==> src/rtl/usb_rx_word_sr.sv <==
// usb_rx_word_sr
// Serial-to-parallel word assembler for the USB RX path. Accepts decoded
// NRZI bits from the unstuff/decode stage, drops stuffed bits, and latches
// each completed DATA_W-bit word into a holding register. The RX control FSM
// and FIFO take the word through a valid/ack handshake.
//
// Parameters:
//   DATA_W     word width, 2..32
//   LSB_FIRST  1: first received bit ends up in bit 0; 0: in bit DATA_W-1
//   CNT_W      bit counter width, derived from DATA_W
//
// Ports:
//   clk           system clock, rising edge
//   rst           synchronous reset, active-high
//   d_orig        decoded serial bit
//   shift_enable  bit strobe, d_orig valid this cycle
//   stuff_skip    strobed bit is a stuffed bit, discard it
//   clear         drop the partial word (SYNC detect / EOP)
//   data_ack      consumer has taken packet_data
//   partial_data  live shift register
//   bit_count     bits accepted into the current partial word
//   packet_data   last completed word
//   data_valid    packet_data holds an unconsumed word
//   overrun       sticky overrun flag
//
// Build option: define USB_RX_SR_OVERRUN_EN to implement the sticky overrun
// flag. Without it, overrun is tied to 0.

module usb_rx_word_sr #(
  parameter int DATA_W    = 8,
  parameter bit LSB_FIRST = 1'b1,
  parameter int CNT_W     = $clog2(DATA_W)
) (
  input  logic              clk,
  input  logic              rst,
  input  logic              d_orig,
  input  logic              shift_enable,
  input  logic              stuff_skip,
  input  logic              clear,
  input  logic              data_ack,
  output logic [DATA_W-1:0] partial_data,
  output logic [CNT_W-1:0]  bit_count,
  output logic [DATA_W-1:0] packet_data,
  output logic              data_valid,
  output logic              overrun
);

  localparam logic [CNT_W-1:0] LAST_BIT = CNT_W'(DATA_W - 1);

  logic              accept;
  logic              complete;
  logic [DATA_W-1:0] shifted;

  // clear takes priority over a concurrent strobe, so it also blocks completion
  assign accept   = shift_enable & ~stuff_skip & ~clear;
  assign complete = accept & (bit_count == LAST_BIT);

  always_comb begin
    shifted = partial_data;
    if (LSB_FIRST)
      shifted = {d_orig, partial_data[DATA_W-1:1]};
    else
      shifted = {partial_data[DATA_W-2:0], d_orig};
  end

  always_ff @(posedge clk) begin
    if (rst) begin
      partial_data <= '0;
      bit_count    <= '0;
      packet_data  <= '0;
      data_valid   <= 1'b0;
    end else begin
      if (clear) begin
        partial_data <= '0;
        bit_count    <= '0;
      end else if (accept) begin
        partial_data <= shifted;
        bit_count    <= complete ? '0 : bit_count + CNT_W'(1);
      end

      // A completing word wins over a same-cycle ack, so it is never lost
      // to the handshake; an unacked word is simply overwritten.
      if (complete) begin
        packet_data <= shifted;
        data_valid  <= 1'b1;
      end else if (data_ack) begin
        data_valid  <= 1'b0;
      end
    end
  end

`ifdef USB_RX_SR_OVERRUN_EN
  always_ff @(posedge clk) begin
    if (rst || clear)
      overrun <= 1'b0;
    else if (complete && data_valid && !data_ack)
      overrun <= 1'b1;
  end
`else
  assign overrun = 1'b0;
`endif

endmodule

==> config.mk <==
export PLATFORM = sky130hd
export DESIGN_NAME = usb_rx_word_sr
export DESIGN_NICKNAME = d
export VERILOG_FILES = /design/src/rtl/usb_rx_word_sr.sv
export SDC_FILE = /design/constraint.sdc
export NUM_CORES = 1
export LEC_CHECK = 0
export BUFFER_PORTS_ARGS = -buffer_cell sky130_fd_sc_hd__buf_2
export CORE_UTILIZATION = 45
export DETAILED_ROUTE_END_ITERATION = 10
export MAX_ROUTING_LAYER = met4
export PLACE_DENSITY_LB_ADDON = 0.3
export SLEW_MARGIN = 40
export SYNTH_ARGS = -nofsm -noshare
export SYNTH_HDL_FRONTEND = slang
export SYNTH_SLANG_ARGS = --single-unit
==> constraint.sdc <==
create_clock -name clk -period 1.9 [get_ports clk]
set_clock_uncertainty 0.15 [all_clocks]
set_input_delay 0.19 -clock clk [delete_from_list [all_inputs] [get_ports clk]]
set_output_delay 0.19 -clock clk [all_outputs]
set_load 0.02 [all_outputs]
==> After elaboration in Yosys (flattened, before gate mapping) <==
Index checks and enable logic that the tools add are counted.
Widths: inputs -> output; s select.
{ "op_classes": {"add_sub_neg": 1, "mul": 0, "n_div": 0, "n_lt_le_gt_ge": 0, "n_eq_ne": 1, "shifts": 0, "n_mux": 3, "bitwise_logic": 5, "n_reduce_logical": 2} }
{ "ops": {"columns": ["operator", "n"], "rows": [
  ["$add 3x1->3 const B", 1],
  ["$and 1x1->1", 3],
  ["$eq 3x3->1 const B", 1],
  ["$mux 3", 1],
  ["$mux 1", 2],
  ["$not 1->1", 2],
  ["$reduce_bool 2->1", 1],
  ["$reduce_or 2->1", 1]
]} }
{ "word_totals": {"register_bits": 20, "latchBits": 0, "mem_bits_rw": 0, "romBits": 0, "input_bits": 7, "out_inout_bits": 21, "wordCells": 16, "memories": 0} }

==> Longest topological paths before layout <==
Gate-level depths: netlist of run 1.
{ "depth": {"word_depth": 5, "ltp_mapped": 5, "ltp_nobuf": 4} }

==> Worst setup path before layout of run 1 <==
OpenSTA, ideal clock, no wires.
{ "synth_path": {"path_type": "reg2reg", "startpoint": "register bit_count[0]", "endpoint": "register data_valid", "setup_ns": 0.115, "t_arrival_ns": 1.366, "required_time_ns": 1.635, "path_slack_ns": 0.268, "path_stages_with_launch": 6, "n_path_buf": 1, "period_less_slack_ns": 1.632, "path_cell_list": "dfxtp_1 -> ha_1 -> ha_1 -> and4bb_2 -> buf_4 -> o21ba_2"} }
{ "synth_between": {"elab_chain_len": 3, "elab_cells_between_ends": 4, "classes_between": "1 x eq/ne; 1 x mux; 1 x bitwise; 1 x reduce/logical"} }
{ "synth_lines": {"columns": ["item", "line_no", "rtl"], "rows": [
  ["from (decl)", "42", "output logic [CNT_W-1:0] bit_count,"],
  ["from (signal assigned)", "78", "bit_count <= complete ? '0 : bit_count + CNT_W'(1);"],
  ["$eq 3x3->1 (*)", "56", "assign complete = accept & (bit_count == LAST_BIT);"],
  ["$and 1x1->1 (*)", "56", null],
  ["$mux 1 or $reduce_bool 2->1 (tied branches)", null, null],
  ["to (signal assigned)", "71", "data_valid <= 1'b0;"],
  ["to (signal assigned)", "85", "data_valid <= 1'b1;"],
  ["to (signal assigned)", "87", "data_valid <= 1'b0;"],
  ["to (decl)", "44", "output logic data_valid,"]
]} }
Every way passes the cells marked *; elsewhere a longest branch is shown, timed or not.
A chain may end at the register's enable or synchronous reset.

==> Final worst setup path of run 1 <==
{ "layout_path": {"startpoint": "register bit_count[0]", "endpoint": "register packet_data[7]"} }
{ "layout_between": {"elab_chain_len": 2} }
{ "layout_lines": {"columns": ["item", "line_no", "rtl"], "rows": [
  ["$eq 3x3->1", "56", null],
  ["$and 1x1->1", "56", null],
  ["to (signal assigned)", "84", "packet_data <= shifted;"],
  ["to (decl)", "43", "output logic [DATA_W-1:0] packet_data,"]
]} }
No other way between the ends.

==> impl_metrics.csv, run 1 <==
group,metric,value,unit
worst_setup_path,crit_arrival,1.69,ns
timing,fmax,617,MHz
timing,min_period,1.62,ns
worst_setup_path,startpoint_type,"flip-flop",
timing,rsz0062_at_grt,"no",
clock_tree,cts_root_buffer,"clkbuf_4",
worst_setup_path,cp-end-kind,"flip-flop",
worst_setup_path,critPathKind,"flip-flop to flip-flop",
clock_tree,post_cts_resized,0,
finish,fin_area,1080,um2
finish,nets,118,
grt,antenna_found_initial,0,
grt,grt_pass1_vias,622,
synth,synth_area_per_cell,11.2,um2
detailed_routing,routed_wl,1580,um
timing,slew_viol_final,0,
clock_tree,hold_buffers,0,
place,port_buffers,26,
min_path,min_to,"packet_data[7]",
grt,grt-ovfl-total,0,
worst_setup_path,reg2reg_to,"packet_data[7]",
finish,diodes,0,
place,dp_cells,131,
power,power_density,604,nW/um2
min_path,hp-start,"d_orig",
detailed_routing,antenna_left,0,
detailed_routing,drc_errors,0,
place,place.gp.congestion,0.661,
synth,yosysWarnings,0,
synth,synth_top_area_cell,"dfxtp_1",
clock_tree,cts_sinks,20,
power,p_total,654,uW
finish,final_cells,134,
timing,min_period_over_period,0.853,
synth,yosys_register_bits,20,
detailed_routing,viasPerCell,4.95,
clock_tree,cts_made_buffers,3,
worst_setup_path,reg2reg_from,"bit_count[0]",
synth,synth_nets,95,
grt,grt_use_total,0.151,
flow_run,drv_cap,0,
detailed_routing,vias,663,
min_path,worstHoldPathCells,3,
synth,yosysUniqueCellTypes,18,
min_path,holdCritPathClass,"input port to flip-flop",
clock_tree,cts_setup_buffers,0,
clock_tree,htreeDepth,1,
floorplan,core,1980,um2
grt,grt_pass1_wl,2650,um
place,placed_cell_area,1060,um2
finish,syn_to_final_growth,12.3,%
synth,syn_area,965,um2
synth,ys_top_cells_by_area,"dfxtp_1 42%, mux2i_1 17%, nand2b_1 10%, buf_6 4.7%, or3b_1 4.5%",
timing,finalHoldViolCount,0,
floorplan,die_h,48.3,um
detailed_routing,drt_iter0_markers,2,
clock_tree,clk_latency,0.29,ns
place,hpwl,1110,um
worst_setup_path,cp.required,1.97,ns
timing,setup_violations,0,
worst_setup_path,ff2ff_path_depth,4,
floorplan,die_w,48.3,um
worst_setup_path,rrSetupSlack,0.28,ns
clock_tree,cts_tree,"built",
floorplan,fp-row-count,16,
synth,netlist.area_leader.share,0.415,
finish,drive_above_1_share,0.374,
status,status,"finished, final reports clean",
floorplan,die-area,2330,um2
grt,grt_start_max_net_pins,33,
detailed_routing,wl_per_cell,11.8,um
floorplan,start_util,0.487,
floorplan,num_io_pins,28,
clock_tree,cts_buffer_depth,2,
power,peakVddDrop,0.298,mV
finish,finalCoreUtilization,0.547,
timing,tns,0,ns
synth,ys_seq_area_frac,0.415,
power,cellLeakagePower,0.000480,uW
clock_tree,clkTransAtPathRegs,0.10,ns
worst_setup_path,path_max_fanout,9,
synth,syn_inst,86,
detailed_routing,firstDrtPassIters,2,
-- cells in the final DEF, fill, tap and decap left out, types with 2 or more instances in the layout --
| cell | n |
|---|---|
| buf_2 | 26 |
| clkbuf_4 | 3 |
| dfxtp_1 | 20 |
| ha_1 | 2 |
| mux2_2 | 3 |
| mux2i_1 | 16 |
| nand2b_1 | 16 |
| nor3b_1 | 4 |
| or3b_1 | 5 |
| or3b_2 | 5 |
-- layer usage --
metal,vias up,GRT usage,share of wire
met5,-,-,0
met1,303,0.178,0.49
li1,343,-,-
met3,2,0.0283,0.044
met2,15,0.246,0.46
met4,0,0.0735,0.0076
-- kinds of logic after synthesis --
kind of cell	after synthesis	share of synthesized area
AOI/OAI and AO/OA	1	0.0104
other	1	0.00389
and+or+nand+nor	35	0.274
adders and majority gates	2	0.0259
muxes	19	0.201
buffers and inverters	8	0.0700
DFF	20	0.415
-- area by class of cell --
class	count	area, um2
sequential	20	400
multi-input combinational	58	497
tap	27	33.8
clock buffer	3	22.5
fill	188	898
timing repair buffer	26	130
-- cells in the mapped netlist --
cell type and instances:
and4bb_2 1, buf_4 2, buf_6 4, clkbuf_1 2, conb_1 1, dfxtp_1 20
ha_1 2, mux2_2 3, mux2i_1 16, nand2b_1 16, nor2b_1 1, nor3b_1 4
nor3b_2 1, nor4_1 1, nor4b_1 1, o21ba_2 1, or3b_1 5, or3b_2 5
-- worst max-delay path, cell delays in order, from the launching register on --
cell,delay [ns]
dfxtp_1,0.38
ha_1,0.17
ha_1,0.18
and4bb_2,0.44
mux2i_1,0.22
-- report_power, final --
group	switching [uW]	leakage, uW	internal (uW)	total, uW
clock network	120	0.0000138	73.7	194
registers	0.696	0.000161	420	421
logic	22.8	0.000305	17.5	40.2
-- metrics by stage --
step | hold WS, ns | worst slack, ns
floorplan | 0.196 | 0.268
finish | 0.0172 | 0.280
global placement | 0.306 | 0.364
detailed placement | 0.317 | 0.282
global route | 0.0349 | 0.156
CTS | 0.00569 | 0.251
-- sequential cells by signal (all words and copies together), names as in the netlist --
name / flops
packet_data: 8
partial_data: 8
bit_count: 3
data_valid: 1
-- worst max-delay path by stage --
| stage | slack (ns) | endpoint | startpoint | cells past startpoint |
|---|---|---|---|---|
| global route | 0.16 | packet_data[6] | bit_count[0] | 4 |
| global placement | 0.36 | data_valid | bit_count[0] | 4 |
| finish | 0.28 | packet_data[7] | bit_count[0] | 4 |
| floorplan | 0.27 | data_valid | bit_count[0] | 5 |
| detailed placement | 0.28 | packet_data[7] | bit_count[0] | 4 |
| CTS | 0.25 | packet_data[7] | bit_count[0] | 4 |
Power figures use the tool's default switching activity.
==> run 2, diff against run 1 <==
- ABC_AREA: not set -> 1
- CORE_MARGIN: not set -> 4
- SLEW_MARGIN: 40 -> 10
==> run 2 against run 1 <==
Net effect:
- worst setup slack worse by 0.14 ns
- synthesized cell count grew 38%
- via count rose by 23%
- die area increased by 14%
- register-to-register slack got worse by 0.14 ns
- wire length up 18%
- cell count up 31%
- global-route usage is 1.4 points higher
- combinational power rose by 23%
- critical path type unchanged
- critical endpoint is now data_valid
- largest cell class is now sequential cells
- highest routed layer unchanged
==> impl_metrics.csv, run 2 <==
group,metric,value,unit
synth,synth_nets,128,
synth,syn_inst,119,
timing,min_period,1.76,ns
detailed_routing,drt_iter0_markers,15,
clock_tree,cts_sinks,20,
finish,nFillCells,189,
worst_setup_path,rrSetupSlack,0.14,ns
flow_run,drv_cap,0,
synth,yosysWarnings,0,
synth,netlist.area_leader.share,0.468,
timing,rsz0062_at_grt,"no",
synth,synth_edf_count,0,
floorplan,die_w,51.6,um
clock_tree,clk_latency,0.30,ns
grt,grt_pass1_wl,3240,um
finish,nets,160,
clock_tree,cts_setup_buffers,0,
worst_setup_path,critPathKind,"flip-flop to flip-flop",
grt,grt-ovfl-total,0,
power,switching_share,0.208,
timing,tns,0,ns
grt,grt_start_max_net_pins,16,
synth,synth_area_per_cell,7.19,um2
place,hpwl,1400,um
clock_tree,post_cts_resized,0,
clock_tree,clkTransAtPathRegs,0.11,ns
detailed_routing,drc_errors,0,
worst_setup_path,crit_cells,5,
finish,fin_area,1090,um2
clock_tree,cts_buffer_depth,2,
finish,syn_to_final_growth,27.2,%
synth,yosysUniqueCellTypes,16,
floorplan,num_io_pins,28,
power,p_seq_frac,0.514,
floorplan,die-area,2660,um2
floorplan,fp-row-count,15,
worst_setup_path,critical_path.top_delay_family,"buffers and inverters",
grt,antenna_found_initial,0,
synth,ys_seq_area_frac,0.468,
power,pwr-share-clk,0.426,
clock_tree,hold_buffers,3,
min_path,holdCritPathClass,"input port to flip-flop",
detailed_routing,firstDrtPassIters,4,
detailed_routing,viasPerCell,4.67,
floorplan,core,1760,um2
clock_tree,cts_root_buffer,"clkbuf_4",
worst_setup_path,worstPathCellList,"ha_1 > ha_1 > nand2_1 > a21oi_1 > dlygate4sd3_1",
timing,fmax,568,MHz
power,p_int,650,uW
power,cellLeakagePower,0.000504,uW
power,power_density,754,nW/um2
place,port_buffers,26,
finish,final_common_cell,"nand2_1",
synth,synth_top_area_cell,"dfxtp_1",
min_path,worstHoldPathCells,4,
finish,reg_top3,"packet_data x8, partial_data x8, bit_count x3",
timing,setup_violations,0,
clock_tree,htreeDepth,1,
worst_setup_path,startpoint,"bit_count[0]",
synth,yosysMostFrequentCell,"nand2_1",
worst_setup_path,startpoint_type,"flip-flop",
detailed_routing,wl_per_cell,10.7,um
worst_setup_path,critPathSlowestCell,"dlygate4sd3_1",
synth,async_flop_share,0,
status,status,"finished, final reports clean",
place,placed_cell_area,1010,um2
worst_setup_path,ff2ff_path_depth,5,
grt,grt_util_met2,0.282,
worst_setup_path,endpoint,"data_valid",
timing,min_period_over_period,0.927,
clock_tree,cts_made_buffers,3,
grt,grt_pass1_vias,771,
worst_setup_path,cp.required,1.95,ns
synth,ys_top_cells_by_area,"dfxtp_1 47%, nand2_1 14%, nor2_1 8.8%, inv_1 6.6%, a21oi_1 5.8%",
timing,finalHoldViolCount,0,
detailed_routing,routed_wl,1870,um
synth,synth_flop_cell,"dfxtp_1",
worst_setup_path,crit_arrival,1.81,ns
synth,synth_common_cells,"31 x nand2_1, 20 x dfxtp_1, 20 x nor2_1",
finish,final_cell_mix,"31 x nand2_1, 26 x buf_2, 20 x nor2_1, 20 x dfxtp_1, 15 x inv_1",
worst_setup_path,path_common_cell,"ha_1",
power,power.switching,171,uW
place,place.gp.congestion,0.822,
synth,yosys_register_bits,20,
floorplan,die_h,51.6,um
synth,syn_area,856,um2
timing,slew_viol_final,0,
worst_setup_path,reg2reg_to,"data_valid",
worst_setup_path,path_max_fanout,4,
finish,diodes,0,
worst_setup_path,reg2reg_from,"bit_count[0]",
finish,drive_above_1_share,0.247,
detailed_routing,vias,817,
power,pwr-share-comb,0.060,
grt,top_usage_layer,"met2",
grt,grt.met3_usage,0.0372,
worst_setup_path,cpPeakStageDelay,0.55,ns
floorplan,start_util,0.485,
grt,use_met1,0.185,
power,peakVddDrop,0.511,mV
grt,grt_use_total,0.164,
detailed_routing,antenna_left,0,
worst_setup_path,crit_buf_inv,1,
worst_setup_path,cp-end-kind,"flip-flop",
clock_tree,cts_tree,"built",
[run 2: cell types whose count changed in the layout (fill, tap and decap cells not counted), moves of 8 or more]
cell	change
nand2b_1	-16
nor2_1	+20
nand2_1	+31
a21oi_1	+10
nand4_1	+8
mux2i_1	-16
inv_1	+15
[run 2: logic make-up after synthesis]
logic type	count (synthesis)	synth area share
buffers and inverters	22	0.105
other	1	0.00438
adder cells (fa/ha/maj)	2	0.0292
flip-flops	20	0.468
AND/OR/NAND/NOR	62	0.323
AO/OA/AOI/OAI	12	0.0702
[run 2: through the flow]
stage | util | setup slack [ns] | power [uW] | std cells | hold WS [ns]
floorplan | - | 0.339 | 463 | 119 | 0.109
global placement | 0.570 | 0.568 | 476 | 168 | 0.225
detailed placement | 0.570 | 0.504 | 477 | 168 | 0.235
CTS | 0.617 | 0.162 | 825 | 175 | 0.0549
global route | 0.617 | 0.0631 | 854 | 175 | 0.0672
finish | 0.617 | 0.139 | 821 | 175 | 0.0626
[run 2: how the worst min path moves through the flow]
stage                     start           end
final                     clear  bit_count[2]
after global routing      clear  bit_count[2]
after CTS                 clear  bit_count[2]
after detailed placement    rst    data_valid
after global placement      rst    data_valid
after floorplan             rst    data_valid
[run 2: worst register-to-register path: cells and delay by family, from the launching register on]
family | cells | cell delay, ns
buffers and inverters | 1 | 0.55
adder cells (fa/ha/maj) | 2 | 0.44
flip-flops | 1 | 0.36
AND/OR/NAND/NOR | 1 | 0.11
AO/OA/AOI/OAI | 1 | 0.06
[run 2: power groups by stage]
stage	logic [uW]	clock network [uW]	registers (uW)
after global routing	55.1	377	422
after CTS	49.4	354	422
after global placement	44.7	0	431
final	49.3	349	422
after floorplan	30.5	0	433
after detailed placement	45.9	0	431
[run 2: cell type report]
cell class	count	area, um2	share of cell area
Timing Repair Buffer	30	168	0.154
Clock inverter	1	30.0	0.0276
Clock buffer	3	22.5	0.0207
Multi-Input combinational cell	77	365	0.336
Tap cell	25	31.3	0.0287
Inverter	19	71.3	0.0655
Sequential cell	20	400	0.368
[run 2: metal layers]
metal,vias to the layer above,wire length [um]
li1,428,-
met1,361,850
met2,26,904
met3,2,103
met4,0,14
met5,-,0
==> run 3, diff against run 2 <==
- CTS_BUF_LIST: not set -> sky130_fd_sc_hd__clkbuf_4
- SKIP_CTS_REPAIR_TIMING: not set -> 1
==> run 3 against run 2 <==
Net effect:
- maximum frequency grew 0.26%
- clock-buffer cell count is the same
- sequential share of layout area is the same
- register-to-register slack is essentially flat
- worst setup slack gained 0.0046 ns
- wire length is the same
- hold slack lost 0.0021 ns
- non-clock buffer count is the same
- global-route usage shrank 0.43 points
- critical endpoint unchanged
==> impl_metrics.csv, run 3 (synthesized netlist as in run 2, its figures left out) <==
group,metric,value,unit
worst_setup_path,path_max_fanout,4,
floorplan,die_h,51.6,um
place,place_ws,0.504,ns
worst_setup_path,startpoint_type,"flip-flop",
place,placed_cell_area,1010,um2
timing,setup_violations,0,
min_path,holdCritPathClass,"input port to flip-flop",
grt,grt_use_total,0.160,
clock_tree,clkTransAtPathRegs,0.12,ns
grt,antenna_found_initial,0,
detailed_routing,drc_errors,0,
floorplan,start_util,0.485,
status,status,"finished, final reports clean",
clock_tree,htreeDepth,1,
finish,final_cell_mix,"31 x nand2_1, 26 x buf_2, 20 x nor2_1, 20 x dfxtp_1, 15 x inv_1",
finish,fin_area,1090,um2
detailed_routing,drt_iter0_markers,15,
detailed_routing,wl_met3,86,um
detailed_routing,top_layer,"met4",
finish,finalCoreUtilization,0.617,
timing,min_period_over_period,0.924,
place,hpwl,1400,um
clock_tree,clk_latency,0.30,ns
worst_setup_path,critPathSlowestCell,"dlygate4sd3_1",
finish,drive_above_1_share,0.247,
detailed_routing,wl_met2,900,um
worst_setup_path,cpPeakStageDelay,0.55,ns
worst_setup_path,worstPathCellList,"ha_1 > ha_1 > nand2_1 > a21oi_1 > dlygate4sd3_1",
floorplan,num_io_pins,28,
grt,grt_pass1_vias,744,
timing,worst_slack,0.144,ns
timing,fmax,569,MHz
power,cellLeakagePower,0.000504,uW
worst_setup_path,crit_arrival,1.81,ns
finish,diodes,0,
detailed_routing,antenna_left,0,
timing,slew_viol_final,0,
floorplan,fp-row-count,15,
timing,finalHoldViolCount,0,
detailed_routing,firstDrtPassIters,4,
timing,rsz0062_at_grt,"no",
grt,grt-ovfl-total,0,
finish,nets,160,
finish,final_common_cell,"nand2_1",
power,peakVddDrop,0.511,mV
timing,tns,0,ns
grt,grt_start_max_net_pins,16,
clock_tree,cts_buffer_depth,2,
clock_tree,cts_made_buffers,3,
flow_run,drv_cap,0,
power,power_density,755,nW/um2
worst_setup_path,cp-end-kind,"flip-flop",
grt,grt_pass1_wl,3150,um
detailed_routing,viasPerCell,4.63,
finish,reg_top3,"packet_data x8, partial_data x8, bit_count x3",
clock_tree,cts_root_buffer,"clkbuf_4",
floorplan,die_w,51.6,um
clock_tree,cts_tree,"built",
worst_setup_path,critPathKind,"flip-flop to flip-flop",
place,port_buffers,26,
detailed_routing,wl_met1,870,um
finish,syn_to_final_growth,27.2,%
worst_setup_path,cp.required,1.95,ns
timing,min_period,1.76,ns
detailed_routing,routed_wl,1870,um
power,p_total,821,uW
worst_setup_path,path_common_cell,"ha_1",
floorplan,die-area,2660,um2
detailed_routing,vias,811,
floorplan,core,1760,um2
detailed_routing,wl_per_cell,10.7,um
clock_tree,cts_sinks,20,
place,place.gp.congestion,0.822,
run 3: cell counts in the layout (fill, tap and decap cells not counted):
Identical to the previous run, type by type.
run 3: path summary, 6_finish.rpt:
path                endpoint  cells past startpoint  slack, ns       startpoint
max reg2reg       data_valid                      5       0.14     bit_count[0]
min             bit_count[2]                      4       0.06            clear
min reg2reg  partial_data[0]                      2       0.33  partial_data[0]
max               data_valid                      5       0.14     bit_count[0]
run 3: where the power goes:
group	switching (uW)	internal, uW
clock	137	213
sequential	1.18	420
combinational	33.4	15.9
total	172	650
run 3: cell type report:
type,count,area [um2]
multi-input combinational,77,365
clock inverter,1,30.0
fill,189,676
inverter,19,71.3
sequential,20,400
clock buffer,3,22.5
timing repair buffer,30,168
tap,25,31.3
run 3: stage by stage:
stage	hold slack, ns	cells
final	0.0605	175
after global routing	0.0672	175
after CTS	-0.0965	172
after detailed placement	0.235	168
after global placement	0.225	168
after floorplan	0.109	119
run 3: worst max-delay path, delay by kind of cell (launching register included):
kind                     cells  cell delay, ns
AO/OA/AOI/OAI                1            0.06
adder cells (fa/ha/maj)      2            0.43
buffers and inverters        1            0.55
flip-flops                   1            0.36
AND/OR/NAND/NOR              1            0.11
run 3: per-layer routing:
| metal | vias up | GRT usage |
|---|---|---|
| met5 | - | - |
| met4 | 0 | 0.0655 |
| met3 | 2 | 0.0372 |
| met2 | 20 | 0.273 |
| met1 | 360 | 0.180 |
| li1 | 429 | - |
